File: config.mk
export PLATFORM = sky130hd
export DESIGN_NAME = led_frame_sequencer_flat
export DESIGN_NICKNAME = d
export VERILOG_FILES = /design/src/rtl/led_frame_sequencer_if.sv /design/src/rtl/led_frame_sequencer.sv /design/src/flat_wrapper.sv
export SDC_FILE = /design/constraint.sdc
export NUM_CORES = 1
export LEC_CHECK = 0
export BUFFER_PORTS_ARGS = -buffer_cell sky130_fd_sc_hd__buf_2
export CELL_PAD_IN_SITES_DETAIL_PLACEMENT = 1
export CELL_PAD_IN_SITES_GLOBAL_PLACEMENT = 1
export CORE_ASPECT_RATIO = 1.5
export CORE_MARGIN = 4
export CORE_UTILIZATION = 50
export CTS_BUF_LIST = sky130_fd_sc_hd__clkbuf_8
export DETAILED_ROUTE_END_ITERATION = 10
export GPL_TIMING_DRIVEN = 0
export PLACE_DENSITY = 0.87
export SYNTH_ARGS = -nofsm -noshare
export SYNTH_HDL_FRONTEND = slang
export SYNTH_SLANG_ARGS = --single-unit
File: constraint.sdc
create_clock -name clk -period 4.1 [get_ports clk]
set_input_delay 0.205 -clock clk [delete_from_list [all_inputs] [get_ports clk]]
set_output_delay 0.205 -clock clk [all_outputs]
set_load 0.01 [all_outputs]
File: src/rtl/led_frame_sequencer_if.sv
// led_frame_sequencer_if: producer and scanner signal bundle for led_frame_sequencer
interface led_frame_sequencer_if #(parameter int DIM_X = 6, DIM_Y = 6, ROW_W = 3);
  logic wr_valid, wr_ready, clear, commit_req, commit_ack, busy;
  logic [ROW_W-1:0] wr_row, scan_row;
  logic [DIM_X-1:0] wr_data;
  logic [DIM_X*DIM_Y-1:0] img;
  modport master(output wr_valid, wr_row, wr_data, clear, commit_req, scan_row,
                 input wr_ready, commit_ack, busy, img);
  modport slave(input wr_valid, wr_row, wr_data, clear, commit_req, scan_row,
                output wr_ready, commit_ack, busy, img);
endinterface

File: src/rtl/led_frame_sequencer.sv
// led_frame_sequencer: double-buffered LED frame store that swaps buffers only at a scan frame boundary
module led_frame_sequencer #(parameter int DIM_X = 6, DIM_Y = 6, ROW_W = 3) (
  input logic clk,
  input logic rst_n,
  led_frame_sequencer_if.slave bus
);
  localparam logic [ROW_W-1:0] LAST = ROW_W'(DIM_Y - 1);
  typedef enum logic [1:0] {IDLE, PEND, SWAP} state_t;
  state_t r_state, w_next;
  logic [ROW_W-1:0] r_prev_row;
  logic r_wr_ready, r_ack;
  logic [DIM_X-1:0] r_back [DIM_Y];
  logic [DIM_X-1:0] r_front [DIM_Y];
  logic w_idle, w_boundary, w_wr, w_swap;
  assign w_idle = r_state == IDLE;
  assign w_boundary = r_prev_row == LAST && bus.scan_row == '0;
  assign w_wr = w_idle && bus.wr_valid && r_wr_ready && !bus.clear && bus.wr_row <= LAST;
  assign w_swap = r_state == PEND && w_boundary;
  always_comb begin
    w_next = r_state;
    if (w_idle && bus.commit_req) w_next = PEND;
    if (w_swap) w_next = SWAP;
    if (r_state == SWAP) w_next = IDLE;
  end
  always_ff @(posedge clk or negedge rst_n) begin
    if (!rst_n) begin
      r_state <= IDLE;
      r_wr_ready <= 1'b0;
      r_ack <= 1'b0;
      r_prev_row <= '0;
    end else begin
      r_state <= w_next;
      r_wr_ready <= w_next == IDLE;
      r_ack <= r_state == SWAP;
      r_prev_row <= bus.scan_row;
    end
  end
  // Front is loaded on the boundary edge itself, so img moves one edge after the 5->0 cycle
  always_ff @(posedge clk or negedge rst_n) begin
    if (!rst_n) begin
      for (int r = 0; r < DIM_Y; r++) begin
        r_back[r] <= '0;
        r_front[r] <= '0;
      end
    end else begin
      for (int r = 0; r < DIM_Y; r++) begin
        if (w_idle && bus.clear) r_back[r] <= '0;
        else if (w_wr && bus.wr_row == ROW_W'(r)) r_back[r] <= bus.wr_data;
        if (w_swap) r_front[r] <= r_back[r];
      end
    end
  end
  for (genvar g = 0; g < DIM_Y; g++) begin : g_img
    assign bus.img[g*DIM_X +: DIM_X] = r_front[g];
  end
  assign bus.wr_ready = r_wr_ready;
  assign bus.commit_ack = r_ack;
  assign bus.busy = !w_idle;
endmodule
File: src/flat_wrapper.sv
// flat-port wrapper written by rule: the top's interface ports become plain ports
module led_frame_sequencer_flat 
#(parameter int DIM_X = 6, DIM_Y = 6, ROW_W = 3)
  (clk, rst_n, bus_wr_valid, bus_wr_row, bus_wr_data, bus_clear, bus_commit_req, bus_scan_row, bus_wr_ready, bus_commit_ack, bus_busy, bus_img);
  led_frame_sequencer_if #(.DIM_X(DIM_X), .DIM_Y(DIM_Y), .ROW_W(ROW_W)) bus_i ();
  input logic clk;
  input logic rst_n;
  input wire logic [$bits(bus_i.wr_valid)-1:0] bus_wr_valid;
  input wire logic [$bits(bus_i.wr_row)-1:0] bus_wr_row;
  input wire logic [$bits(bus_i.wr_data)-1:0] bus_wr_data;
  input wire logic [$bits(bus_i.clear)-1:0] bus_clear;
  input wire logic [$bits(bus_i.commit_req)-1:0] bus_commit_req;
  input wire logic [$bits(bus_i.scan_row)-1:0] bus_scan_row;
  output wire logic [$bits(bus_i.wr_ready)-1:0] bus_wr_ready;
  output wire logic [$bits(bus_i.commit_ack)-1:0] bus_commit_ack;
  output wire logic [$bits(bus_i.busy)-1:0] bus_busy;
  output wire logic [$bits(bus_i.img)-1:0] bus_img;
  assign bus_i.wr_valid = bus_wr_valid;
  assign bus_i.wr_row = bus_wr_row;
  assign bus_i.wr_data = bus_wr_data;
  assign bus_i.clear = bus_clear;
  assign bus_i.commit_req = bus_commit_req;
  assign bus_i.scan_row = bus_scan_row;
  assign bus_wr_ready = bus_i.wr_ready;
  assign bus_commit_ack = bus_i.commit_ack;
  assign bus_busy = bus_i.busy;
  assign bus_img = bus_i.img;
  led_frame_sequencer #(.DIM_X(DIM_X), .DIM_Y(DIM_Y), .ROW_W(ROW_W)) u_core (.clk(clk), .rst_n(rst_n), .bus(bus_i));
endmodule
==> flow_summary.toml, run 1 <==
[sta]
fin_setup_tns_ns = 0
post-route-min-period_ns = 2.09
grt_setup_unrepaired = "no"
fmax_mhz = 479
finalHoldViolations = 0
setup_violations = 0
tightest_slew_ns = 0.507
period_share_pct = 50.9
drv_slew = 0
fin_skew_ns = 0.00680
max_slew_margin_pct = 66.1

[route]
ant_nets = 0
drt-vias-per-instance = 5.35
wl_per_cell_um = 19.0
drt_first_pass_iters = 4
post-route-drc-count = 0
vias = 2005
drt_iter0_drc = 111
routed_wl_um = 7120

[synth]
synth_edf_count = 0
netlist_top_cells_count = "dfrtp_1 (79), nand2_1 (45), mux2_2 (36), mux2i_1 (36), clkbuf_1 (6)"
ys_async_sr_fraction_pct = 100
synthTopCellsByArea = "dfrtp_1 (64%), mux2_2 (13%), mux2i_1 (12%)"
seq_area_frac_synth_pct = 63.7
yosys_register_bits = 79
syn_area_per_cell_um2 = 13.7
synth_top_area_share_pct = 63.7
synthCells = 227
synth_nets = 244
synth_area_um2 = 3100
synth.distinct_cells = 20
synth_flop_cell = "dfrtp_1"
synth_warnings = 0
synth_top_area_cell = "dfrtp_1"
synth_most_common_cell = "dfrtp_1"

[clock_network]
cts_buffers = 9
ctsHtreeMaxLevel = 3
clk_latency_ns = 0.35
cts.clk_slew.worst_paths_ns = 0.08
cts_tree = "done"
clock_sinks = 79
clockBufferDepth = 2
cts-root-buf = "clkbuf_8"

[die]
initial_core_util_pct = 52.5
die_x_um = 72.3
io_pins = 56
die-area_um2 = 7550
design.core.area_um2 = 5910
die_h_um = 104
rows = 34

[hold_path]
hold-path-endpoint = "u_core.bus.wr_ready$_DFF_PN0_"
hold_depth = 2
min_path_type = "primary input to register"
hold_path_startpoint = "bus_commit_req"

[worst_setup_path]
setup.worst_path.class = "register to register"
r2r-start = "u_core.r_state[1]$_DFF_PN0_"
arrival_ns = 2.33
worst-r2r-setup-slack_ns = 2.01
r2r_cells = 4
end_kind = "register"
cp_max_fo = 10
crit_path_start_kind = "register"
worstReg2RegEnd = "u_core.bus.img[16]$_DFFE_PN0N_"
required_ns = 4.34

[finish]
nets = 315
fin_area_um2 = 3750
fillers = 602
drive_above_1_share_pct = 38.6
area_delta_synth_final_pct = 20.9
diodes = 0

[placement]
place_hpwl_um = 4870
postPlaceCellArea_um2 = 3490
port_buffers = 55
gp_congestion = 0.773

[grt]
antenna_found_initial = 0
grtUsageTotal_pct = 21.2
grt_max_degree = 42
grt_pass1_vias = 2304
grt_pass1_wl_um = 12000
grt_remaining_overflow = 0

[power_and_ir_drop]
p_leak_nw = 2.21
ir_drop_mv = 0.214
powerDensity_nw_per_um2 = 400
p_total_mw = 1.50

[outcome]
status = "complete, no violations"

[job]
cap_viol_max_count = 0
==> layer usage <==
metal	part of all wire [%]	wire (um)	global-route usage, %	up-vias
li1	-	-	-	924
met1	39	2800	25.6	1025
met2	55	3890	35.9	43
met3	3.9	275	3.77	13
met4	2.2	154	9.81	0
met5	0	0	0	-
==> cells in the final DEF (no fill, tap or decap), drive strengths merged, types with 4 or more instances in the layout <==
cell / count
nand2: 45
mux2i: 36
dlygate4sd3: 4
buf: 61
dfrtp: 79
clkinv: 4
mux2: 36
clkbuf: 16
==> sequential cells by signal, indices dropped and copies added (netlist names) <==
register	flops
u_core.r_state	2
u_core.r_prev_row	3
u_core.r_back	36
u_core.bus.img	36
u_core.bus.wr_ready	1
u_core.bus.commit_ack	1
==> critical path, stage by stage (launching register included) <==
cell	delay [ns]
dfrtp_1	0.47
nor4bb_1	0.47
nand2_1	0.39
buf_2	0.34
mux2_2	0.31
==> metrics by stage <==
| step | worst slack (ns) | hold slack (ns) | std cells | utilization (%) |
|---|---|---|---|---|
| final | 2.01 | 0.0492 | 375 | 63.4 |
| after global routing | 1.94 | 0.0502 | 375 | 63.4 |
| after CTS | 2.01 | 0.0292 | 375 | 63.4 |
| after detailed placement | 2.07 | 0.205 | 355 | 59.0 |
| after global placement | 2.16 | 0.338 | 354 | 58.6 |
| after floorplan | 2.45 | -0.0906 | 227 | - |
==> cell type report <==
cell class / instances / area [um2] / share of cell area, %
Sequential cell: 79 / 1980 / 52.7
Buffer: 11 / 47.5 / 1.27
Clock buffer: 10 / 138 / 3.67
Tap cell: 72 / 90.1 / 2.40
Multi-Input combinational cell: 135 / 1070 / 28.5
Inverter: 2 / 7.51 / 0.200
Timing Repair Buffer: 60 / 338 / 9.01
Clock inverter: 6 / 83.8 / 2.23
==> cells by family (layout without fill, tap and decap cells) <==
logic type	Yosys count	count (layout)	synth area share [%]
compound gates	2	2	0.323
buf+inv	13	89	1.77
flops	79	79	63.7
mux	72	72	24.7
simple gates	61	61	9.48
==> power by group <==
part	internal (mW)	switching [mW]
registers	0.788	0.00969
logic	0.0226	0.0425
clock network	0.357	0.282
==> worst max path at each step <==
stage,cells past startpoint,slack (ns),end,start
final,4,2.01,u_core.bus.img[16]$_DFFE_PN0N_,u_core.r_state[1]$_DFF_PN0_
after global routing,4,1.94,u_core.bus.img[16]$_DFFE_PN0N_,u_core.r_state[1]$_DFF_PN0_
after CTS,4,2.01,u_core.bus.img[16]$_DFFE_PN0N_,u_core.r_state[1]$_DFF_PN0_
after detailed placement,5,2.07,u_core.r_back[21]$_DFFE_PN0P_,u_core.r_state[0]$_DFF_PN0_
after global placement,5,2.16,u_core.r_back[15]$_DFFE_PN0P_,u_core.r_state[0]$_DFF_PN0_
after floorplan,4,2.45,u_core.r_back[10]$_DFFE_PN0P_,u_core.r_state[0]$_DFF_PN0_
==> timing repair <==
action | 4_1_cts | 5_1_grt
endpoints found under the hold margin | 41 | 0
hold buffers | 4 | 0
resized for setup | 0 | 0
setup buffers | 0 | 0
Note: power is estimated with default switching activity, not from simulation.
==> run 2, diff against run 1 <==
--- a/config.mk
+++ b/config.mk
@@ -5,16 +5,17 @@
 export SDC_FILE = /design/constraint.sdc
 export NUM_CORES = 1
 export LEC_CHECK = 0
+export ABC_AREA = 1
 export BUFFER_PORTS_ARGS = -buffer_cell sky130_fd_sc_hd__buf_2
 export CELL_PAD_IN_SITES_DETAIL_PLACEMENT = 1
 export CELL_PAD_IN_SITES_GLOBAL_PLACEMENT = 1
 export CORE_ASPECT_RATIO = 1.5
 export CORE_MARGIN = 4
-export CORE_UTILIZATION = 50
+export CORE_UTILIZATION = 39
 export CTS_BUF_LIST = sky130_fd_sc_hd__clkbuf_8
 export DETAILED_ROUTE_END_ITERATION = 10
 export GPL_TIMING_DRIVEN = 0
-export PLACE_DENSITY = 0.87
+export PLACE_DENSITY = 0.77
 export SYNTH_ARGS = -nofsm -noshare
 export SYNTH_HDL_FRONTEND = slang
 export SYNTH_SLANG_ARGS = --single-unit
==> constraint.sdc (replaced) <==
create_clock -name clk -period 1.8 [get_ports clk]
set_input_delay 0.09 -clock clk [delete_from_list [all_inputs] [get_ports clk]]
set_output_delay 0.09 -clock clk [all_outputs]
set_load 0.01 [all_outputs]
==> flow_summary.toml, run 2 <==
[outcome]
status = "complete, no violations"

[placement]
gp_congestion = 0.858
postPlaceCellArea_um2 = 3700
port_buffers = 55
place_hpwl_um = 6070
dp_slack_ns = 0.124

[sta]
finalHoldViolations = 0
fmax_mhz = 626
max_slew_margin_pct = 63.3
fin_setup_tns_ns = 0
grt_setup_unrepaired = "no"
drv_slew = 0
whs_ns = 0.155
period_share_pct = 88.7
fin_skew_ns = 0.00887
post-route-min-period_ns = 1.60
tightest_slew_ns = 0.548
setup_ws_ns = 0.203
setup_violations = 0

[die]
die-area_um2 = 9940
die_h_um = 120
io_pins = 56
design.core.area_um2 = 8110
rows = 40
initial_core_util_pct = 40.3
die_x_um = 82.7

[worst_setup_path]
startpoint = "u_core.r_state[0]$_DFF_PN0_"
r2r-start = "u_core.r_state[0]$_DFF_PN0_"
worst-r2r-setup-slack_ns = 0.20
end_kind = "register"
r2r_cells = 7
worstReg2RegEnd = "u_core.r_back[10]$_DFFE_PN0P_"
crit_end = "u_core.r_back[10]$_DFFE_PN0P_"
cp_max_fo = 10
required_ns = 2.03
setup.worst_path.class = "register to register"
arrival_ns = 1.83
crit_path_start_kind = "register"

[synth]
yosys_register_bits = 79
synth_top_area_cell = "dfrtp_1"
seq_area_frac_synth_pct = 60.5
synth_nets = 382
synth_top_area_share_pct = 60.5
synth_most_common_cell = "nand2_1"
synth_flop_cell = "dfrtp_1"
ys_async_sr_fraction_pct = 100
synth.distinct_cells = 16
synthTopCellsByArea = "dfrtp_1 (61%), nand3_1 (17%), nand2_1 (13%)"
synth_edf_count = 0
synthCells = 365
syn_area_per_cell_um2 = 8.95
synth_area_um2 = 3270
netlist_top_cells_count = "nand2_1 (117), nand3_1 (110), dfrtp_1 (79)"
synth_warnings = 0

[power_and_ir_drop]
ir_drop_mv = 0.396
powerDensity_nw_per_um2 = 790
p_total_mw = 3.07
p_leak_nw = 2.27

[hold_path]
min_path_type = "primary input to register"
hold_depth = 4

[route]
met3_length_um = 288
wl_per_cell_um = 14.8
top_layer_used = "met4"
dr_wl_met2_um = 4280
routed_wl_um = 8010
drt_first_pass_iters = 4
wl_met1_um = 3290
vias = 2687
post-route-drc-count = 0
drt_iter0_drc = 129
ant_nets = 0
drt-vias-per-instance = 4.95

[finish]
fillers = 985
fin_area_um2 = 3890
layout_commonest_cell = "nand2_1"
area_delta_synth_final_pct = 19.0
final_cell_mix = "nand2_1 (116), nand3_1 (110), dfrtp_1 (79)"
diodes = 0
multi_input_area_um2 = 1150
drive_above_1_share_pct = 22.6
nets = 454
regArea_um2 = 1980

[grt]
grt_remaining_overflow = 0
grtUsageTotal_pct = 18.6
grt_max_degree = 42
grt_pass1_wl_um = 14200
antenna_found_initial = 0
grt_pass1_vias = 2938

[clock_network]
clockBufferDepth = 2
cts_buffers = 9
cts.clk_slew.worst_paths_ns = 0.07
postCtsSetupRepairBufs = 0
clock_sinks = 79
clk_latency_ns = 0.35
cts-root-buf = "clkbuf_8"
cts_tree = "done"
ctsHtreeMaxLevel = 3

[job]
cap_viol_max_count = 0
[run 2: cell count changes after synthesis, sizes merged, moves of 7 or more]
cell | previous run | this run
mux2 | 36 | 0
nor2 | 2 | 13
nor3 | 0 | 7
buf | 5 | 15
mux2i | 36 | 0
nand2 | 45 | 121
inv | 2 | 14
nand3 | 1 | 110
[run 2: logic make-up (layout without fill, tap and decap cells)]
kind of cell / Yosys count / count (layout) / synth area share, %
AND/OR/NAND/NOR: 251 / 251 / 34.7
flip-flops: 79 / 79 / 60.5
buffers and inverters: 32 / 105 / 4.29
AO/OA/AOI/OAI: 3 / 3 / 0.459
[run 2: per-stage QoR]
stage               utilization, %  std cells
global route                  48.0        543
finish                        48.0        543
CTS                           47.9        543
floorplan                        -        365
detailed placement            45.6        526
global placement              45.3        525
[run 2: layout make-up]
type | instances | share of cell area [%]
flip-flops and latches | 79 | 50.8
repair buffers | 61 | 8.94
multi-input cells | 254 | 29.6
inverters | 14 | 1.35
clock buffers | 9 | 3.19
plain buffers | 18 | 2.28
clock inverters | 3 | 0.386
well taps | 105 | 3.38
[run 2: repair_timing]
action / CTS / global route
hold buffers: 5 / 0
resized for setup: 0 / 3
setup endpoints to repair: 0 / 10
endpoints found under the hold margin: 44 / 0
[run 2: how the worst min path moves through the flow]
stage          slack [ns]            start                               to
2_1_floorplan       -0.21            rst_n  u_core.bus.commit_ack$_DFF_PN0_
3_3_place_gp         0.23  bus_scan_row[0]   u_core.r_prev_row[0]$_DFF_PN0_
3_5_place_dp         0.10            rst_n  u_core.bus.commit_ack$_DFF_PN0_
4_1_cts              0.13    bus_wr_row[2]    u_core.r_back[35]$_DFFE_PN0P_
5_1_grt              0.15    bus_wr_row[2]    u_core.r_back[35]$_DFFE_PN0P_
6_report             0.15    bus_wr_row[2]    u_core.r_back[35]$_DFFE_PN0P_
[run 2: metal layers]
layer | GRT usage (%) | vias to the layer above
met3 | 3.98 | 12
met4 | 6.65 | 0
li1 | - | 1340
met2 | 31.4 | 41
met1 | 22.9 | 1294
met5 | 0 | -
[run 2: power by group]
part           switching [mW]  total (mW)  internal, mW
registers              0.0165        1.81          1.80
clock network           0.573        1.03         0.462
logic                   0.159       0.222        0.0631
total                   0.748        3.07          2.32
[run 2: worst max-delay path, stage by stage, from the launching register on]
cell	delay (ns)
dfrtp_1	0.44
inv_1	0.09
nand2_1	0.07
nor2_2	0.32
inv_2	0.17
buf_2	0.22
nand3_1	0.10
nand2_1	0.06
